$ cat config.mk
export PLATFORM = sky130hd
export DESIGN_NAME = branch_resolution_unit
export DESIGN_NICKNAME = d
export VERILOG_FILES = /design/src/rtl/branch_resolution_unit.sv
export SDC_FILE = /design/constraint.sdc
export NUM_CORES = 1
export LEC_CHECK = 0
export BUFFER_PORTS_ARGS = -buffer_cell sky130_fd_sc_hd__buf_2
export CAP_MARGIN = 20
export CORE_MARGIN = 4
export CORE_UTILIZATION = 45
export DETAILED_ROUTE_END_ITERATION = 6
export PLACE_DENSITY_LB_ADDON = 0.2
export SLEW_MARGIN = 10
export SYNTH_ARGS = -nofsm -noshare
export SYNTH_HDL_FRONTEND = slang
export SYNTH_SLANG_ARGS = --single-unit
export TNS_END_PERCENT = 100
$ cat constraint.sdc
create_clock -name clk -period 5.14 [get_ports clk]
set_clock_uncertainty 0.2 [all_clocks]
set_input_delay 0.257 -clock clk [delete_from_list [all_inputs] [get_ports clk]]
set_output_delay 0.257 -clock clk [all_outputs]
set_load 0.01 [all_outputs]
$ cat src/rtl/branch_resolution_unit.sv
// Branch resolution unit: holds in-flight predictions in an in-order queue,
// checks each against the resolved outcome, and drives flush/redirect on a
// mispredict while returning predictor updates and statistics.
module branch_resolution_unit #(
  parameter int DEPTH        = 4,
  parameter int FLUSH_CYCLES = 2,
  parameter int CNT_W        = 32
) (
  input  logic             clk,
  input  logic             reset_n,
  input  logic             pred_valid,
  input  logic             pred_taken,
  input  logic [31:0]      pred_target,
  input  logic [31:0]      pred_fallthrough,
  input  logic [7:0]       pred_index,
  input  logic             res_valid,
  input  logic             res_taken,
  input  logic [31:0]      res_target,
  output logic             queue_full,
  output logic             queue_empty,
  output logic             flush,
  output logic             redirect_valid,
  output logic [31:0]      redirect_pc,
  output logic             upd_valid,
  output logic             upd_taken,
  output logic [7:0]       upd_index,
  output logic             err,
  output logic [CNT_W-1:0] branch_count,
  output logic [CNT_W-1:0] mispredict_count
);

  localparam int PW = $clog2(DEPTH);
  localparam int FW = (FLUSH_CYCLES > 1) ? $clog2(FLUSH_CYCLES) : 1;
  localparam logic [PW:0]   FULL_CNT   = (PW+1)'(DEPTH);
  localparam logic [FW-1:0] FLUSH_LOAD = FW'(FLUSH_CYCLES - 1);

  typedef enum logic {IDLE, FLUSH} state_t;

  typedef struct packed {
    logic        taken;
    logic [31:0] target;
    logic [31:0] fallthrough;
    logic [7:0]  index;
  } entry_t;

  entry_t [DEPTH-1:0] entries_q, entries_d;
  logic [PW-1:0]      wr_ptr_q, wr_ptr_d;
  logic [PW-1:0]      rd_ptr_q, rd_ptr_d;
  logic [PW:0]        count_q, count_d;
  state_t             state_q, state_d;
  logic [FW-1:0]      flush_cnt_q, flush_cnt_d;
  logic               redirect_valid_q, redirect_valid_d;
  logic [31:0]        redirect_pc_q, redirect_pc_d;
  logic               upd_valid_q, upd_valid_d;
  logic               upd_taken_q, upd_taken_d;
  logic [7:0]         upd_index_q, upd_index_d;
  logic               err_q, err_d;
  logic [CNT_W-1:0]   branch_count_q, branch_count_d;
  logic [CNT_W-1:0]   mispredict_count_q, mispredict_count_d;

  entry_t head;
  logic   in_idle, is_full, is_empty;
  logic   push_ok, pop_ok, overflow, underflow, mispredict;

  // Next-state logic: queue bookkeeping, mispredict detection, FSM and stats.
  always_comb begin
    entries_d          = entries_q;
    wr_ptr_d           = wr_ptr_q;
    rd_ptr_d           = rd_ptr_q;
    count_d            = count_q;
    state_d            = state_q;
    flush_cnt_d        = flush_cnt_q;
    redirect_valid_d   = 1'b0;
    redirect_pc_d      = redirect_pc_q;
    upd_valid_d        = 1'b0;
    upd_taken_d        = upd_taken_q;
    upd_index_d        = upd_index_q;
    err_d              = err_q;
    branch_count_d     = branch_count_q;
    mispredict_count_d = mispredict_count_q;

    head      = entries_q[rd_ptr_q];
    in_idle   = (state_q == IDLE);
    is_full   = (count_q == FULL_CNT);
    is_empty  = (count_q == '0);
    push_ok   = pred_valid && in_idle && (!is_full || res_valid);
    pop_ok    = res_valid && in_idle && !is_empty;
    overflow  = pred_valid && in_idle && is_full && !res_valid;
    underflow = res_valid && in_idle && is_empty;
    mispredict = pop_ok &&
                 ((head.taken != res_taken) ||
                  (head.taken && res_taken && (head.target != res_target)));

    if (overflow || underflow) begin
      err_d = 1'b1;
    end

    if (pop_ok) begin
      upd_valid_d = 1'b1;
      upd_taken_d = res_taken;
      upd_index_d = head.index;
      if (branch_count_q != {CNT_W{1'b1}}) begin
        branch_count_d = branch_count_q + CNT_W'(1);
      end
    end

    if (mispredict) begin
      // Everything younger than the mispredicted branch is wrong-path, so the
      // queue is emptied and a same-cycle push is dropped.
      redirect_valid_d = 1'b1;
      redirect_pc_d    = res_taken ? res_target : head.fallthrough;
      if (mispredict_count_q != {CNT_W{1'b1}}) begin
        mispredict_count_d = mispredict_count_q + CNT_W'(1);
      end
      wr_ptr_d    = '0;
      rd_ptr_d    = '0;
      count_d     = '0;
      state_d     = FLUSH;
      flush_cnt_d = FLUSH_LOAD;
    end else begin
      if (push_ok) begin
        entries_d[wr_ptr_q] = '{taken: pred_taken, target: pred_target,
                                fallthrough: pred_fallthrough, index: pred_index};
        wr_ptr_d = wr_ptr_q + PW'(1);
      end
      if (pop_ok) begin
        rd_ptr_d = rd_ptr_q + PW'(1);
      end
      if (push_ok && !pop_ok) begin
        count_d = count_q + (PW+1)'(1);
      end else if (pop_ok && !push_ok) begin
        count_d = count_q - (PW+1)'(1);
      end
      if (state_q == FLUSH) begin
        if (flush_cnt_q == '0) begin
          state_d = IDLE;
        end else begin
          flush_cnt_d = flush_cnt_q - FW'(1);
        end
      end
    end
  end

  // State registers with asynchronous active-low reset.
  always_ff @(posedge clk or negedge reset_n) begin
    if (!reset_n) begin
      entries_q          <= '0;
      wr_ptr_q           <= '0;
      rd_ptr_q           <= '0;
      count_q            <= '0;
      state_q            <= IDLE;
      flush_cnt_q        <= '0;
      redirect_valid_q   <= 1'b0;
      redirect_pc_q      <= '0;
      upd_valid_q        <= 1'b0;
      upd_taken_q        <= 1'b0;
      upd_index_q        <= '0;
      err_q              <= 1'b0;
      branch_count_q     <= '0;
      mispredict_count_q <= '0;
    end else begin
      entries_q          <= entries_d;
      wr_ptr_q           <= wr_ptr_d;
      rd_ptr_q           <= rd_ptr_d;
      count_q            <= count_d;
      state_q            <= state_d;
      flush_cnt_q        <= flush_cnt_d;
      redirect_valid_q   <= redirect_valid_d;
      redirect_pc_q      <= redirect_pc_d;
      upd_valid_q        <= upd_valid_d;
      upd_taken_q        <= upd_taken_d;
      upd_index_q        <= upd_index_d;
      err_q              <= err_d;
      branch_count_q     <= branch_count_d;
      mispredict_count_q <= mispredict_count_d;
    end
  end

  assign queue_full       = (count_q == FULL_CNT);
  assign queue_empty      = (count_q == '0);
  assign flush            = (state_q == FLUSH);
  assign redirect_valid   = redirect_valid_q;
  assign redirect_pc      = redirect_pc_q;
  assign upd_valid        = upd_valid_q;
  assign upd_taken        = upd_taken_q;
  assign upd_index        = upd_index_q;
  assign err              = err_q;
  assign branch_count     = branch_count_q;
  assign mispredict_count = mispredict_count_q;

endmodule

==> Yosys cells after proc, flatten, opt, wreduce, memory -nomap -nowiden <==
Index checks and enable logic that the tools add are counted.
{ "word_totals": {"ff_bits": 409, "latch_bits": 0, "mem_bits_rw": 0, "mem_count": 0, "output_inout_bits": 111, "inputBits": 110, "mem_bits_ro": 0, "elab_cells": 96} }
{ "classes": {"n_reduce_logical": 29, "n_shift": 0, "div_mod_pow": 0, "eq_ne": 5, "order_cmp": 3, "multipliers": 0, "bitwise": 2, "n_mux": 21, "add_sub_neg": 7} }
{ "ops": {"columns": ["operator", "count"], "rows": [
  ["$bwmux 292", 1],
  ["$bmux 73 s2", 1],
  ["$demux 73 s2", 1],
  ["$mux 73", 2],
  ["$add 32x1->32 const B", 2],
  ["$ne 32x32->1 const B", 2],
  ["$mux 32", 1],
  ["$ne 32x32->1", 1],
  ["$logic_and 1x1->1", 13],
  ["$mux 3", 3],
  ["$mux 1", 8],
  ["$mux 2", 4],
  ["$lt 2x3->1 const B", 2],
  ["$reduce_and 2->1", 3],
  ["$reduce_bool 2->1", 3],
  ["$logic_not 1->1", 5],
  ["$add 2x1->2 const B", 2],
  ["$add 3x1->3 const B", 1],
  ["$eq 3x3->1 const B", 1],
  ["$logic_not 3->1", 1],
  ["$logic_or 1x1->1", 3],
  ["$reduce_bool 3->1", 1],
  ["$sub 3x1->3 const B", 1],
  ["$ge 2x1->1 const B", 1],
  ["other kinds (3)", 4]
]} }

==> Longest topological paths before layout <==
{ "depth": {"depth_word": 9, "mapped_depth": 12, "mapped_depth_nobuf": 9} }

==> Least setup slack after synthesis <==
Ideal clock, no wire load.
{ "synth_path": {"path_kind": "register to register", "startpoint": "register rd_ptr_q[0]", "endpoint": "register entries_q[0] (netlist name)", "period_less_slack_ns": 3.785, "setup_ns": 0.125, "stages_incl_launch_ff": 12, "arrival_time_ns": 3.460, "slack_ns": 1.355, "required_ns": 4.815, "path_buffers": 5, "path_cell_list": "dfrtp_1 buf_2 buf_4 buf_2 buf_1 mux4_2 ha_1 o21ai_0 a41oi_4 nor2_4 buf_4 mux2_2"} }
{ "synth_between": {"elab_chain_cells": 8, "elab_cells_between_ends": 10, "cone_classes": "eq/ne: 2; mux: 2; bitwise: 1; reduce/logical: 5"} }
{ "synth_rtl": {"columns": ["item", "line", "source"], "rows": [
  ["start, declared", "48", "logic [PW-1:0] rd_ptr_q, rd_ptr_d;"],
  ["start signal, assigned", "164", "rd_ptr_q <= rd_ptr_d;"],
  ["$bmux 73 s2 *", "82", "head = entries_q[rd_ptr_q];"],
  ["$mux 73 (not written as such) *", "82", null],
  ["$ne 32x32->1 or $logic_and 1x1->1 (tied branches)", "92", "(head.taken && res_taken && (head.target != res_target)));"],
  ["$logic_and 1x1->1", "92", null],
  ["$logic_or 1x1->1 *", "91", "((head.taken != res_taken) ||"],
  ["$logic_and 1x1->1 *", "90", "mispredict = pop_ok &&"],
  ["$not 1->1 (no source line) *", null, null],
  ["$reduce_and 2->1 (no source line) *", null, null],
  ["end signal, assigned", "162", "entries_q <= entries_d;"],
  ["end, declared", "46", "entry_t [DEPTH-1:0] entries_q, entries_d;"]
]} }
Mark *: on every way between the ends. The rest lies on a longest branch, timed or not. The select of a mux whose other input is x is not followed.
A chain may end at the register's enable or synchronous reset.

==> Worst setup path in the final report <==
{ "layout_path": {"startpoint": "register rd_ptr_q[0]", "endpoint": "register entries_q[220] (netlist name)"} }
Same word-level chain as after synthesis.

==> results_dict.tcl <==
set metrics [dict create \
    status "completed" \
    final_layout_size_suffix_gt1_frac 0.406 \
    synthCells 1273 \
    end_kind "register" \
    routed_wl_mm 43.7 \
    grt_pass1_wl_mm 70.8 \
    grt_overflow 0 \
    critPathLaunchType "register" \
    post_cts_buffers 0 \
    cpMaxStageDelayCell "dfrtp_4" \
    clk_root_buffer_cell "clkbuf_16" \
    tightest_slew_ns 0.996 \
    cp_max_fo 37 \
    period_minus_slack_ns 4.35 \
    ff_latch_area_um2 10200 \
    ir_worst_vdd_uv 289 \
    fin_crit_sh 0.847 \
    drt-wirelength-per-cell_um 20.1 \
    dr.first_iter.drc_count 653 \
    use_met2 0.331 \
    synth-xor-area-share 0.0463 \
    finalSetupViolations 0 \
    ys_types 44 \
    path_cells "mux4_2 > xnor2_1 > nand4_1 > nor4_2 > a41oi_4 > nor2_4 > buf_4 > mux2_2" \
    hold_buffers 108 \
    power_leakage_nw 9.94 \
    dieArea_um2 44100 \
    first_pass_iters 4 \
    cts_tree "yes" \
    yosys.area_share.simple 0.0627 \
    drv_slew 0 \
    fmax_mhz 230 \
    synth_compound_area_frac 0.0165 \
    core-area_um2 40000 \
    ant_nets 0 \
    slowest_delay_ns 0.89 \
    grt_util_met3 0.0329 \
    via_per_inst 5.33 \
    numCtsBuffers 45 \
    cts-resized-gates 0 \
    clk_pin_slew_ns 0.06 \
    gp_congestion 0.772 \
    dp.cells 1977 \
    fin_cells 2173 \
    grt_pass1_vias 12402 \
    synth-seq-cells 409 \
    power.density_nw_per_um2 593 \
    grt_max_degree 129 \
    syn_to_final_growth_pct 23.6 \
    crit_required_ns 5.38 \
    crit_type "register to register" \
    yosysSeqAreaShare 0.558 \
    synthMuxAreaShare 0.288 \
    max-slew-margin-rel 0.336 \
    syn_area_um2 18400 \
    synth_fa_ha_area_frac 0.00586 \
    final_hold_viol_count 0 \
    place_ws_ns 0.763 \
    total_power_mw 13.4 \
    hp-class "primary input to register" \
    tns_ns 0 \
    rows 73 \
    synth_top_family_by_area "multiplexers" \
    mostFrequentLayoutCell "dfrtp_1" \
    maxCapViolCount 0 \
    antenna_found_initial 7 \
    cp_data_arrival_time_ns 4.59 \
    nFillCells 3345 \
    io_pins 221 \
    die_w_um 210 \
    ys.warnings.count 0 \
    vias 11592 \
    syn_area_per_cell_um2 14.4 \
    dpl-instance-area_um2 20000 \
    dpl.hpwl_mm 28.3 \
    top_usage_layer "met2" \
    die_height_um 210 \
    clock-sinks 409 \
    multi_input_area_um2 7700 \
    layout_common_cells "407 x dfrtp_1, 266 x mux2_2, 219 x buf_2" \
    htree_levels 2 \
    design_area_um2 22700 \
    grt_util_all_layers 0.200 \
    rsz0062_at_grt "false" \
    clockBufferDepth 3 \
    initial_utilization 0.459 \
    drc 0 \
    clkLatencyLatePin_ns 0.56 \
    synth_nets 1391 \
    final_nets 1725 \
    setup_ws_ns 0.787 \
    grt_use_met1 0.280 \
    io_buffers 220 \
]
==> sequential cells by signal (all words and copies together), names as in the netlist <==
signal	flops
flush	1
redirect_pc	32
upd_valid	1
mispredict_count	32
redirect_valid	1
wr_ptr_q	2
upd_taken	1
upd_index	8
count_q	3
entries_q	292
rd_ptr_q	2
branch_count	32
flush_cnt_q	1
err	1
==> where the power goes <==
part	switching, mW	total (mW)	leakage [nW]	internal [mW]
clock network	1.29	3.36	0.776	2.07
registers	0.847	5.49	4.99	4.65
logic	1.94	4.59	4.17	2.64
total	4.08	13.4	9.94	9.36
==> final timing paths <==
| kind | startpoint | to | slack, ns | depth (start not counted) |
|---|---|---|---|---|
| setup / recovery | rd_ptr_q[0]$_DFFE_PN0P_ | entries_q[220]$_DFFE_PN0P_ | 0.79 | 8 |
| hold / removal | res_taken | rd_ptr_q[1]$_DFFE_PN0P_ | 0.12 | 4 |
| setup reg to reg | rd_ptr_q[0]$_DFFE_PN0P_ | entries_q[220]$_DFFE_PN0P_ | 0.79 | 8 |
| hold reg to reg | err$_DFFE_PN0P_ | err$_DFFE_PN0P_ | 0.26 | 1 |
| max in group asynchronous | reset_n | redirect_pc[0]$_DFFE_PN0P_ | 3.17 | 3 |
| min in group asynchronous | reset_n | redirect_pc[5]$_DFFE_PN0P_ | 0.21 | 2 |
==> routing by layer <==
| metal | up-vias | part of all wire | wire length [um] |
|---|---|---|---|
| met5 | - | 0.00018 | 8 |
| met4 | 2 | 0.020 | 873 |
| met3 | 65 | 0.045 | 1950 |
| met2 | 239 | 0.49 | 21500 |
| met1 | 6005 | 0.44 | 19400 |
| li1 | 5281 | - | - |
==> cells by family (layout without fill, tap and decap cells) <==
logic type | Yosys count | after routing
AND/OR/NAND/NOR | 230 | 230
AO/OA/AOI/OAI | 49 | 49
multiplexers | 400 | 400
XOR/XNOR | 97 | 97
other | 0 | 6
buffers and inverters | 80 | 449
flip-flops | 409 | 409
adder cells (fa/ha/maj) | 8 | 8
==> worst max-delay path: cells and delay by family, from the launching register on <==
| family | cells | cell delay [ns] |
|---|---|---|
| AOI/OAI and AO/OA | 1 | 0.28 |
| xor gates and xnor gates | 1 | 0.27 |
| buffers and inverters | 1 | 0.51 |
| DFF | 1 | 0.89 |
| muxes | 2 | 1.02 |
| and+or+nand+nor | 3 | 0.99 |
==> metrics by stage <==
stage	utilization	hold slack (ns)
final	0.567	0.123
after global placement	0.500	0.241
after detailed placement	0.500	0.240
after floorplan	-	-0.239
after CTS	0.566	0.102
after global routing	0.567	0.151
==> synthesized netlist by cell type <==
cell	number	share of area
dfrtp_1	409	0.56
mux2_2	266	0.16
xnor2_1	89	0.042
mux4_2	73	0.090
nor2_1	56	0.011
nand2_1	55	0.011
nand3_1	36	0.0098
a21oi_1	33	0.0090
mux2i_1	33	0.018
nand4_1	30	0.010
buf_4	29	0.012
mux2_1	28	0.017
and3_1	19	0.0065
clkbuf_1	18	0.0037
inv_1	14	0.0029
buf_1	10	0.0020
buf_2	9	0.0025
xor2_1	8	0.0038
and2_1	7	0.0024
ha_1	7	0.0048
nor3_1	6	0.0016
and4_1	5	0.0024
nor2_4	4	0.0025
nor2b_1	4	0.0014
o21ai_0	3	0.00082
a21o_1	2	0.00082
or2_2	2	0.00068
or3_1	2	0.00068
a211oi_1	1	0.00041
a22o_1	1	0.00048
a31oi_1	1	0.00034
a41o_1	1	0.00055
a41oi_4	1	0.0015
fa_1	1	0.0011
nand2b_1	1	0.00034
nor4_1	1	0.00034
nor4_2	1	0.00068
o2111ai_1	1	0.00048
o211ai_1	1	0.00041
o21a_1	1	0.00041
o22ai_1	1	0.00034
o31ai_1	1	0.00041
o32a_1	1	0.00055
or4b_2	1	0.00055
==> final cells by class <==
| class | count | area share |
|---|---|---|
| diodes | 6 | 0.000662 |
| clock buffers | 74 | 0.0638 |
| clock inverters | 8 | 0.00541 |
| inverters | 14 | 0.00232 |
| multi-input cells | 784 | 0.339 |
| flip-flops and latches | 409 | 0.452 |
| well taps | 525 | 0.0290 |
| repair buffers | 353 | 0.108 |
Note: power is estimated with default switching activity, not from simulation.
